File: src/rtl/control_sequencer.sv
// Microcoded control sequencer for the 8-bit bus CPU: fetch/execute steps T0..T4, carry/zero flags, halt.
// Optional build macro CPU_SINGLE_STEP_EN adds a step_req input that gates leaving T0.
module control_sequencer #(
    parameter int OPCODE_W = 4,
    parameter int STEP_W   = 3
) (
    input  logic              clk,
    input  logic              rst,
`ifdef CPU_SINGLE_STEP_EN
    input  logic              step_req,
`endif
    input  logic [7:0]        ir,
    input  logic              alu_carry,
    input  logic              alu_zero,
    output logic              pc_out,
    output logic              pc_add,
    output logic              pc_load,
    output logic              mar_in,
    output logic              ram_in,
    output logic              ram_out,
    output logic              ir_in,
    output logic              ir_out,
    output logic              a_in,
    output logic              a_out,
    output logic              b_in,
    output logic              b_out,
    output logic              alu_out,
    output logic              alu_sub,
    output logic              output_in,
    output logic              flag_c,
    output logic              flag_z,
    output logic              halted,
    output logic [STEP_W-1:0] step
);
    localparam logic [STEP_W-1:0] T0 = STEP_W'(0);
    localparam logic [STEP_W-1:0] T1 = STEP_W'(1);
    localparam logic [STEP_W-1:0] T2 = STEP_W'(2);
    localparam logic [STEP_W-1:0] T3 = STEP_W'(3);
    localparam logic [STEP_W-1:0] T4 = STEP_W'(4);

    localparam logic [OPCODE_W-1:0] OP_LDA = OPCODE_W'(4'h1);
    localparam logic [OPCODE_W-1:0] OP_ADD = OPCODE_W'(4'h2);
    localparam logic [OPCODE_W-1:0] OP_SUB = OPCODE_W'(4'h3);
    localparam logic [OPCODE_W-1:0] OP_STA = OPCODE_W'(4'h4);
    localparam logic [OPCODE_W-1:0] OP_LDI = OPCODE_W'(4'h5);
    localparam logic [OPCODE_W-1:0] OP_JMP = OPCODE_W'(4'h6);
    localparam logic [OPCODE_W-1:0] OP_JC  = OPCODE_W'(4'h7);
    localparam logic [OPCODE_W-1:0] OP_JZ  = OPCODE_W'(4'h8);
    localparam logic [OPCODE_W-1:0] OP_OUT = OPCODE_W'(4'hE);
    localparam logic [OPCODE_W-1:0] OP_HLT = OPCODE_W'(4'hF);

    logic [STEP_W-1:0]   r_step;
    logic                r_flag_c;
    logic                r_flag_z;
    logic                r_halted;

    logic [STEP_W-1:0]   w_step_nxt;
    logic [OPCODE_W-1:0] w_op;
    logic                w_go;
    logic                w_end;
    logic                w_set_halt;
    logic                w_latch_flags;
    logic                w_unused_operand;

    assign w_op             = ir[7 -: OPCODE_W];
    assign w_unused_operand = ^ir[7-OPCODE_W:0];

`ifdef CPU_SINGLE_STEP_EN
    assign w_go = step_req;
`else
    assign w_go = 1'b1;
`endif

    always_ff @(posedge clk or posedge rst) begin
        if (rst) begin
            r_step   <= T0;
            r_flag_c <= 1'b0;
            r_flag_z <= 1'b0;
            r_halted <= 1'b0;
        end else begin
            r_step <= w_step_nxt;
            if (w_latch_flags) begin
                r_flag_c <= alu_carry;
                r_flag_z <= alu_zero;
            end
            if (w_set_halt)
                r_halted <= 1'b1;
        end
    end

    // Control word decode; rst and halt force every strobe low.
    always_comb begin
        pc_out = 1'b0;  pc_add  = 1'b0;  pc_load   = 1'b0;  mar_in = 1'b0;
        ram_in = 1'b0;  ram_out = 1'b0;  ir_in     = 1'b0;  ir_out = 1'b0;
        a_in   = 1'b0;  a_out   = 1'b0;  b_in      = 1'b0;  b_out  = 1'b0;
        alu_out = 1'b0; alu_sub = 1'b0;  output_in = 1'b0;
        w_end = 1'b0;  w_set_halt = 1'b0;  w_latch_flags = 1'b0;
        if (!rst && !r_halted) begin
            case (r_step)
                T0: if (w_go) begin
                    pc_out = 1'b1;
                    mar_in = 1'b1;
                end
                T1: begin
                    ram_out = 1'b1;
                    ir_in   = 1'b1;
                    pc_add  = 1'b1;
                end
                T2: case (w_op)
                    OP_LDA, OP_ADD, OP_SUB, OP_STA: begin
                        ir_out = 1'b1;
                        mar_in = 1'b1;
                    end
                    OP_LDI: begin ir_out = 1'b1; a_in = 1'b1;       w_end = 1'b1; end
                    OP_JMP: begin ir_out = 1'b1; pc_load = 1'b1;    w_end = 1'b1; end
                    OP_JC:  begin ir_out = 1'b1; pc_load = r_flag_c; w_end = 1'b1; end
                    OP_JZ:  begin ir_out = 1'b1; pc_load = r_flag_z; w_end = 1'b1; end
                    OP_OUT: begin a_out = 1'b1; output_in = 1'b1;   w_end = 1'b1; end
                    OP_HLT: begin w_set_halt = 1'b1;                 w_end = 1'b1; end
                    default: w_end = 1'b1;
                endcase
                T3: case (w_op)
                    OP_LDA: begin ram_out = 1'b1; a_in = 1'b1; w_end = 1'b1; end
                    OP_ADD, OP_SUB: begin ram_out = 1'b1; b_in = 1'b1; end
                    OP_STA: begin a_out = 1'b1; ram_in = 1'b1; w_end = 1'b1; end
                    default: w_end = 1'b1;
                endcase
                T4: begin
                    w_end = 1'b1;
                    if (w_op == OP_ADD || w_op == OP_SUB) begin
                        alu_out       = 1'b1;
                        a_in          = 1'b1;
                        alu_sub       = (w_op == OP_SUB);
                        w_latch_flags = 1'b1;
                    end
                end
                default: w_end = 1'b1;
            endcase
        end
    end

    always_comb begin
        w_step_nxt = r_step + STEP_W'(1);
        if (r_halted || w_end)
            w_step_nxt = T0;
        else if (r_step == T0 && !w_go)
            w_step_nxt = T0;
    end

    assign flag_c = r_flag_c;
    assign flag_z = r_flag_z;
    assign halted = r_halted;
    assign step   = r_step;
endmodule

File: config.mk
export PLATFORM = sky130hd
export DESIGN_NAME = control_sequencer
export DESIGN_NICKNAME = d
export VERILOG_FILES = /design/src/rtl/control_sequencer.sv
export SDC_FILE = /design/constraint.sdc
export NUM_CORES = 1
export LEC_CHECK = 0
export CORE_MARGIN = 4
export CORE_UTILIZATION = 41
export DETAILED_ROUTE_END_ITERATION = 10
export PLACE_DENSITY = 0.83
export SYNTH_ARGS = -nofsm -noshare
export SYNTH_HDL_FRONTEND = slang
export SYNTH_SLANG_ARGS = --single-unit
File: constraint.sdc
create_clock -name clk -period 2.9 [get_ports clk]
set_input_delay 0.58 -clock clk [delete_from_list [all_inputs] [get_ports clk]]
set_output_delay 0.58 -clock clk [all_outputs]
set_load 0.02 [all_outputs]
# [Yosys cells after proc, flatten, opt, wreduce, memory -nomap -nowiden]
# Index checks and enable logic that the tools add are counted.
[word_totals] regBits=6 input_bits=12 out_inout_bits=21 word_cells=75
[op_classes] n_addsub=1 n_eq_ne=14 mux=45 n_reduce_logical=11
[ops] operator="1-bit two-way mux" count=38
[ops] operator="4-bit by 3-bit equality test with 1-bit output, second input constant" count=4
[ops] operator="4-bit equality test, second input constant" count=3
[ops] operator="1-bit case mux with 3 select lines" count=3
[ops] operator="4-bit by 2-bit equality test with 1-bit output, second input constant" count=2
[ops] operator="8-bit OR reduction" count=1
[ops] operator="3-bit by 2-bit equality test with 1-bit output, second input constant" count=2
[ops] operator="1-bit case mux with 2 select lines" count=3
[ops] operator="4-bit by 1-bit equality test with 1-bit output, second input constant" count=1
[ops] operator="2-bit OR reduction" count=2
[ops] operator="4-bit OR reduction" count=1
[ops] operator="3-bit by 1-bit adder with 3-bit output, second input constant" count=1
[ops] operator="3-bit by 1-bit equality test with 1-bit output, second input constant" count=1
[ops] operator="3-bit equality test, second input constant" count=1
[ops] operator="3-bit zero test" count=1
[ops] operator="3-bit two-way mux" count=1
[ops] operator="3-bit OR reduction" count=1
[ops] operator="1-bit zero test" count=2
[ops] operator="1-bit logical OR" count=2
[ops] operator="1-bit logical AND" count=1

# [Depth between registers and ports, before layout]
# Gate-level depths: netlist (run 1).
[depth] word_depth=7 ltp_mapped=5 mapped_depth_nobuf=5

# [Least setup slack after synthesis (run 1)]
# No wires, ideal clock.
[synth_path] path_type="input to output" startpoint="input ir[7]" endpoint="output a_in" arrival_time_ns=1.973 required_time_ns=2.320 slack_ns=0.347 cell_stages=4 path_buffers=1 path_cell_list="buf_2 > or3b_4 > or2_2 > a211oi_1"
[synth_via] elab_chain_len=5 word_cells_on_any_way=10 cone_classes="eq/ne (4); mux (5); reduce/logical (1)"
[synth_lines] item="start: declaration" line="12" source="input logic [7:0] ir,"
[synth_lines] item="4-bit by 2-bit equality test with 1-bit output" line="130" source="if (w_op == OP_ADD || w_op == OP_SUB) begin"
[synth_lines] item="1-bit logical OR" line="130"
[synth_lines] item="1-bit two-way mux" line="130"
[synth_lines] item="1-bit case mux with 3 select lines (*)" line="99" source="case (r_step)"
[synth_lines] item="1-bit two-way mux (*)" line="98" source="if (!rst && !r_halted) begin"
[synth_lines] item="end: declaration" line="23" source="output logic a_in,"
# Every way passes the cells marked *; elsewhere a longest branch is shown, timed or not.

# [Final worst setup path (run 1)]
[layout_path] startpoint="input ir[5]" endpoint="output alu_out"
[layout_via] elab_chain_len=5 word_cells_on_any_way=6 cone_classes="eq/ne (2); mux (3); reduce/logical (1)"
[layout_lines] item="4-bit by 2-bit equality test with 1-bit output" line="130"
[layout_lines] item="1-bit logical OR (*)" line="130"
[layout_lines] item="1-bit two-way mux (*)" line="130"
[layout_lines] item="1-bit two-way mux (*)" line="99"
[layout_lines] item="1-bit two-way mux (*)" line="98"
[layout_lines] item="end: declaration" line="27" source="output logic alu_out,"
# Marked as above.

==> results.sh, run 1 <==
export IMPL_status="completed"
export IMPL_synth_flop_cell="dfrtp_1"
export IMPL_ff2ff_setup_slack_ns=0.89
export IMPL_synth_warning_count=0
export IMPL_drtIter0Drc=10
export IMPL_synth_seq_area_share=0.2405
export IMPL_cts_htree_levels=1
export IMPL_finalSetupViolCount=0
export IMPL_grt_max_degree=11
export IMPL_ys_types=37
export IMPL_timing_rr_start="step[0]"
export IMPL_wl_per_cell_um=14.14
export IMPL_cts_tree="yes"
export IMPL_hp_class="in2async"
export IMPL_cts_buffers=3
export IMPL_dieArea_um2=2211
export IMPL_gp_congestion=0.7750
export IMPL_pwr_share_seq=0.209
export IMPL_grt_pass1_vias=644
export IMPL_synth_edff_count=0
export IMPL_insertion_delay_ns=0.24
export IMPL_first_pass_iters=4
export IMPL_core_um2=1366
export IMPL_design_area_um2=1012
export IMPL_initial_core_util=0.4570
export IMPL_rr_worst_depth=6
export IMPL_end_kind="output port"
export IMPL_pwr_share_clk=0.105
export IMPL_required_ns=2.32
export IMPL_cts_clk_slew_worst_paths_ns=0.04
export IMPL_relSlewSlack=0.6247
export IMPL_synthArstFlopShare=1.000
export IMPL_synthCells=73
export IMPL_synthesis_area_um2=624.3
export IMPL_internal_power_mw=0.4040
export IMPL_cp_start_kind="primary input"
export IMPL_ctsLongestPathBuffers=2
export IMPL_post_synth_top_area_cell="dfrtp_1"
export IMPL_wl_mm=1.782
export IMPL_grt_ovfl_total=0
export IMPL_p_leak_nw=0.4955
export IMPL_antenna_found_initial=0
export IMPL_num_antenna_cells=0
export IMPL_cts_sinks=6
export IMPL_drc=0
export IMPL_synth_seq_cells=6
export IMPL_p_per_area_nw_per_um2=714.4
export IMPL_avgSynthCellArea_um2=8.553
export IMPL_startpoint="ir[5]"
export IMPL_p_sw_mw=0.3191
export IMPL_postSynthNetCount=90
export IMPL_dieWidth_um=47.03
export IMPL_cp_arrival_ns=2.19
export IMPL_setup_worst_path_end="alu_out"
export IMPL_maxSlewViolCount=0
export IMPL_rsz0062_at_grt="no"
export IMPL_p_sw_frac=0.4413
export IMPL_die_h_um=47.03
export IMPL_grt_use_total=0.1814
export IMPL_rows=13
export IMPL_synth_area_leaders="dfrtp_1 24%, ha_1 10%, a211oi_1 3.6%, mux2_2 3.6%, nor2_1 3.6%"
export IMPL_area_growth_pct=62.12
export IMPL_worstReg2RegEnd="step[0]"
export IMPL_vias=692
export IMPL_yosys_top_cells_count="6 x dfrtp_1, 6 x nor2_1, 5 x ha_1, 5 x nand2_1"
export IMPL_io_pins=33
export IMPL_clock_skew_ns=0.0008713
export IMPL_worst_setup_path_type="in2out"
export IMPL_ctsRootBufferMaster="clkbuf_4"
export IMPL_dpl_hpwl_mm=1.398
export IMPL_cap_violations=0
export IMPL_max_freq_mhz=360.9
export IMPL_drive_gt1_frac=0.2973
export IMPL_hold_viol=0
export IMPL_fin_nets=130
export IMPL_grt_pass1_wl_mm=2.780
export IMPL_antenna_left=0
export IMPL_place_area_um2=979.7
export IMPL_holdWs_ns=0.5031
export IMPL_detail_route_vias_per_cell=5.492
export IMPL_period_minus_slack_ns=2.771
export IMPL_path_max_fanout=4
export IMPL_vdd_drop_max_uv=547.2
export IMPL_finalCritPeriodShare=0.9554
export IMPL_portBuffers=27
export IMPL_hold_buffers=0
export IMPL_worstMarginPinSlew_ns=0.5595
export IMPL_synth_top_area_frac=0.2405
export IMPL_comb_power_share=0.686
## cells in the final DEF (no fill, tap or decap), drive strengths merged, types with 4 or more instances in the layout
master | Yosys | layout
buf | 3 | 13
clkbuf | 1 | 4
ha | 5 | 5
clkdlybuf4s50 | 0 | 16
inv | 4 | 4
nor3 | 4 | 4
nor2 | 6 | 6
dlygate4sd2 | 0 | 5
dfrtp | 6 | 6
nand2 | 5 | 5
## metrics by stage
step	cells	worst slack [ns]	total power, mW	setup TNS (ns)	util
after floorplan	73	0.3474	0.4283	0	-
after global placement	123	-0.3212	0.6299	-1.552	0.7170
after detailed placement	123	-0.3580	0.6465	-1.642	0.7170
after CTS	126	0.008583	0.7237	0	0.7353
after global routing	126	0.02925	0.7720	0	0.7408
final	126	0.1293	0.7231	0	0.7408
## worst min path at each step
stage	depth (start not counted)	endpoint
final	3	halted
after global routing	3	flag_z
after CTS	1	flag_c
after detailed placement	1	flag_c
after global placement	1	flag_c
after floorplan	1	flag_c
## cells by family (layout without fill, tap and decap cells)
group,count (synthesis),after routing,share of synthesized area
compound gates,13,13,0.1443
xor+xnor,1,1,0.01403
buf+inv,8,46,0.06210
simple gates,37,37,0.3968
fa+ha+maj,5,5,0.1002
other cells,1,1,0.006006
flops,6,6,0.2405
mux,2,2,0.03607
## power groups by stage
| stage | logic [mW] | registers (mW) | clock network [mW] |
|---|---|---|---|
| 2_1_floorplan | 0.226 | 0.202 | 0 |
| 3_3_place_gp | 0.479 | 0.151 | 0 |
| 3_5_place_dp | 0.495 | 0.152 | 0 |
| 4_1_cts | 0.492 | 0.151 | 0.0809 |
| 5_1_grt | 0.529 | 0.157 | 0.0859 |
| 6_report | 0.496 | 0.151 | 0.0761 |
## routing by layer
metal | GRT usage | wire, µm
met5 | 0 | 0
met3 | 0.03065 | 107
met2 | 0.3144 | 913
met4 | 0.09945 | 28
met1 | 0.2103 | 732
## cell type report
class	instances	area, µm²
clock buffers	3	22.52
fillers	114	354.1
inverters	4	15.01
multi-input cells	59	452.9
flip-flops and latches	6	150.1
well taps	15	18.77
repair buffers	39	352.8
## flip-flops by register name (all words and copies together) (netlist names)
signal and flops:
flag_c 1, flag_z 1, step 3, halted 1
## timing repair
item / 4_1_cts / 5_1_grt
gates cloned: 0 / 0
setup buffers: 0 / 0
setup endpoints to repair: 9 / 7
gates resized for setup: 16 / 6
pin swaps: 0 / 0
## critical path, cell delays in order
cell	delay, ns
clkdlybuf4s50_1	0.47
or3b_4	0.42
nor4_4	0.23
buf_4	0.16
dlygate4sd2_1	0.33
Power figures use the tool's default switching activity.
==> run 2, diff against run 1 <==
Settings changed: CELL_PAD_IN_SITES_DETAIL_PLACEMENT from default to 2, CELL_PAD_IN_SITES_GLOBAL_PLACEMENT from default to 2, CORE_UTILIZATION 41 to 22, PLACE_DENSITY 0.83 to default, PLACE_DENSITY_LB_ADDON from default to 0.1.
==> run 2 against run 1 <==
Compared with the run above: cell area grew 4.4%; fmax shrank 1.7%; worst hold slack gained 0.053 ns; die area grew 70%; total power grew 3.0%; clock-buffer cell count is the same; first-iteration DRC count grew 110%; combinational power grew 6.2%; via count grew 2.5%; sequential cell count is the same; highest routed layer is now met3.
==> results.sh, run 2 (synthesized netlist as in run 1, its figures left out) <==
export IMPL_ff2ff_setup_slack_ns=1.02
export IMPL_vdd_drop_max_uv=400.5
export IMPL_rr_worst_depth=6
export IMPL_max_stage_delay_ns=0.48
export IMPL_max_freq_mhz=354.9
export IMPL_antenna_found_initial=0
export IMPL_cts_sinks=6
export IMPL_cap_violations=0
export IMPL_period_minus_slack_ns=2.818
export IMPL_worstReg2RegEnd="step[2]"
export IMPL_power_total_mw=0.7445
export IMPL_grt_pass1_wl_mm=3.788
export IMPL_detail_route_vias_per_cell=4.856
export IMPL_status="completed"
export IMPL_timing_rr_start="step[0]"
export IMPL_fin_util=0.3867
export IMPL_drive_gt1_frac=0.3130
export IMPL_fillers=328
export IMPL_rows=19
export IMPL_clock_skew_ns=0.0001599
export IMPL_io_pins=33
export IMPL_cts_clk_slew_worst_paths_ns=0.04
export IMPL_cp_start_kind="primary input"
export IMPL_vias=709
export IMPL_crit_slowest_cell="clkdlybuf4s50_1"
export IMPL_grt_ovfl_total=0
export IMPL_register_area_um2=150.1
export IMPL_gp_congestion=0.8013
export IMPL_area_growth_pct=69.34
export IMPL_grt_max_degree=11
export IMPL_cts_htree_levels=1
export IMPL_ctsLongestPathBuffers=2
export IMPL_end_kind="output port"
export IMPL_dpl_hpwl_mm=1.911
export IMPL_path_max_fanout=4
export IMPL_hold_end="flag_z"
export IMPL_first_pass_iters=4
export IMPL_dieArea_um2=3754
export IMPL_preCtsSetupSlack_ns=-0.3547
export IMPL_cts_buffers=3
export IMPL_hold_viol=0
export IMPL_fin_nets=134
export IMPL_drtIter0Drc=21
export IMPL_largest_reg_flops=3
export IMPL_insertion_delay_ns=0.23
export IMPL_hp_start="flag_z"
export IMPL_core_um2=2734
export IMPL_p_per_area_nw_per_um2=704.2
export IMPL_final_cell_mix="16 x clkdlybuf4s50_1, 16 x buf_4, 6 x nor2_1, 6 x dfrtp_1"
export IMPL_multi_input_area_um2=455.4
export IMPL_wl_per_cell_um=15.39
export IMPL_grt_use_total=0.1342
export IMPL_dieWidth_um=61.27
export IMPL_postCtsSetupBuffers=0
export IMPL_portBuffers=27
export IMPL_drc=0
export IMPL_die_h_um=61.27
export IMPL_grt_pass1_vias=768
export IMPL_required_ns=2.32
export IMPL_finalSetupViolCount=0
export IMPL_antenna_left=0
export IMPL_num_antenna_cells=0
export IMPL_wl_mm=2.247
export IMPL_hold_depth=1
export IMPL_ctsRootBufferMaster="clkbuf_4"
export IMPL_cp_arrival_ns=2.24
export IMPL_cts_tree="yes"
export IMPL_initial_core_util=0.2284
export IMPL_hold_buffers=0
export IMPL_fin_ws_ns=0.08191
export IMPL_hp_class="reg2reg"
export IMPL_crit_chain="clkdlybuf4s50_1, or3b_4, or2_2, a211oi_1, buf_2"
export IMPL_p_leak_nw=0.5083
export IMPL_maxSlewViolCount=0
export IMPL_finalCritPeriodShare=0.9718
export IMPL_worst_setup_path_type="in2out"
export IMPL_rsz0062_at_grt="no"
[run 2: changes by cell type in the layout (fill, tap and decap cells not counted), sizes merged]
cell / previous run / this run
buf: 13 / 18
dlymetal6s2s: 3 / 2
clkdlybuf4s15: 1 / 2
dlygate4sd2: 5 / 4
[run 2: power by group]
group,switching (mW),internal (mW),total [mW]
Combinational,0.275,0.252,0.527
Clock,0.0263,0.0466,0.0729
Sequential,0.0246,0.120,0.145
Total,0.326,0.418,0.745
[run 2: per-stage QoR]
stage / std cells / setup TNS (ns) / hold WS, ns / instance area, µm²
after floorplan: 73 / 0 / 0.3794 / 624.3
after global placement: 143 / -1.549 / 0.5454 / 1030
after detailed placement: 143 / -1.800 / 0.5493 / 1030
after CTS: 146 / 0 / 0.5604 / 1055
after global routing: 146 / 0 / 0.5722 / 1057
final: 146 / 0 / 0.5557 / 1057
[run 2: what timing repair did]
item	4_1_cts	5_1_grt
endpoints found under the hold margin	0	0
endpoints found under the setup margin	9	9
pin swaps	1	0
resized for setup	17	8
[run 2: layout make-up]
class,instances,area share
multi-input cells,59,0.4308
repair buffers,43,0.3550
flip-flops and latches,6,0.1420
well taps,31,0.03669
clock buffers,3,0.02130
inverters,4,0.01420
[run 2: per-layer routing]
| metal | global-route usage | routed length (µm) | up-vias |
|---|---|---|---|
| met5 | 0 | 0 | - |
| met4 | 0.02786 | 0 | 0 |
| met3 | 0.006289 | 83 | 0 |
| met2 | 0.2417 | 1219 | 11 |
| met1 | 0.1765 | 945 | 350 |
| li1 | - | - | 348 |
[run 2: worst max-delay path by stage]
stage / start / endpoint / slack, ns / depth (start not counted)
floorplan: ir[7] / a_in / 0.35 / 4
global placement: ir[5] / a_in / -0.33 / 5
detailed placement: ir[5] / a_in / -0.35 / 5
CTS: rst / pc_add / 0.02 / 5
global route: rst / b_in / 0.003 / 7
finish: ir[5] / a_in / 0.08 / 5
[run 2: worst max-delay path: cells and delay by family]
| family | cells | cell delay (ns) |
|---|---|---|
| and+or+nand+nor | 2 | 0.73 |
| buffers and inverters | 2 | 0.69 |
| AOI/OAI and AO/OA | 1 | 0.24 |
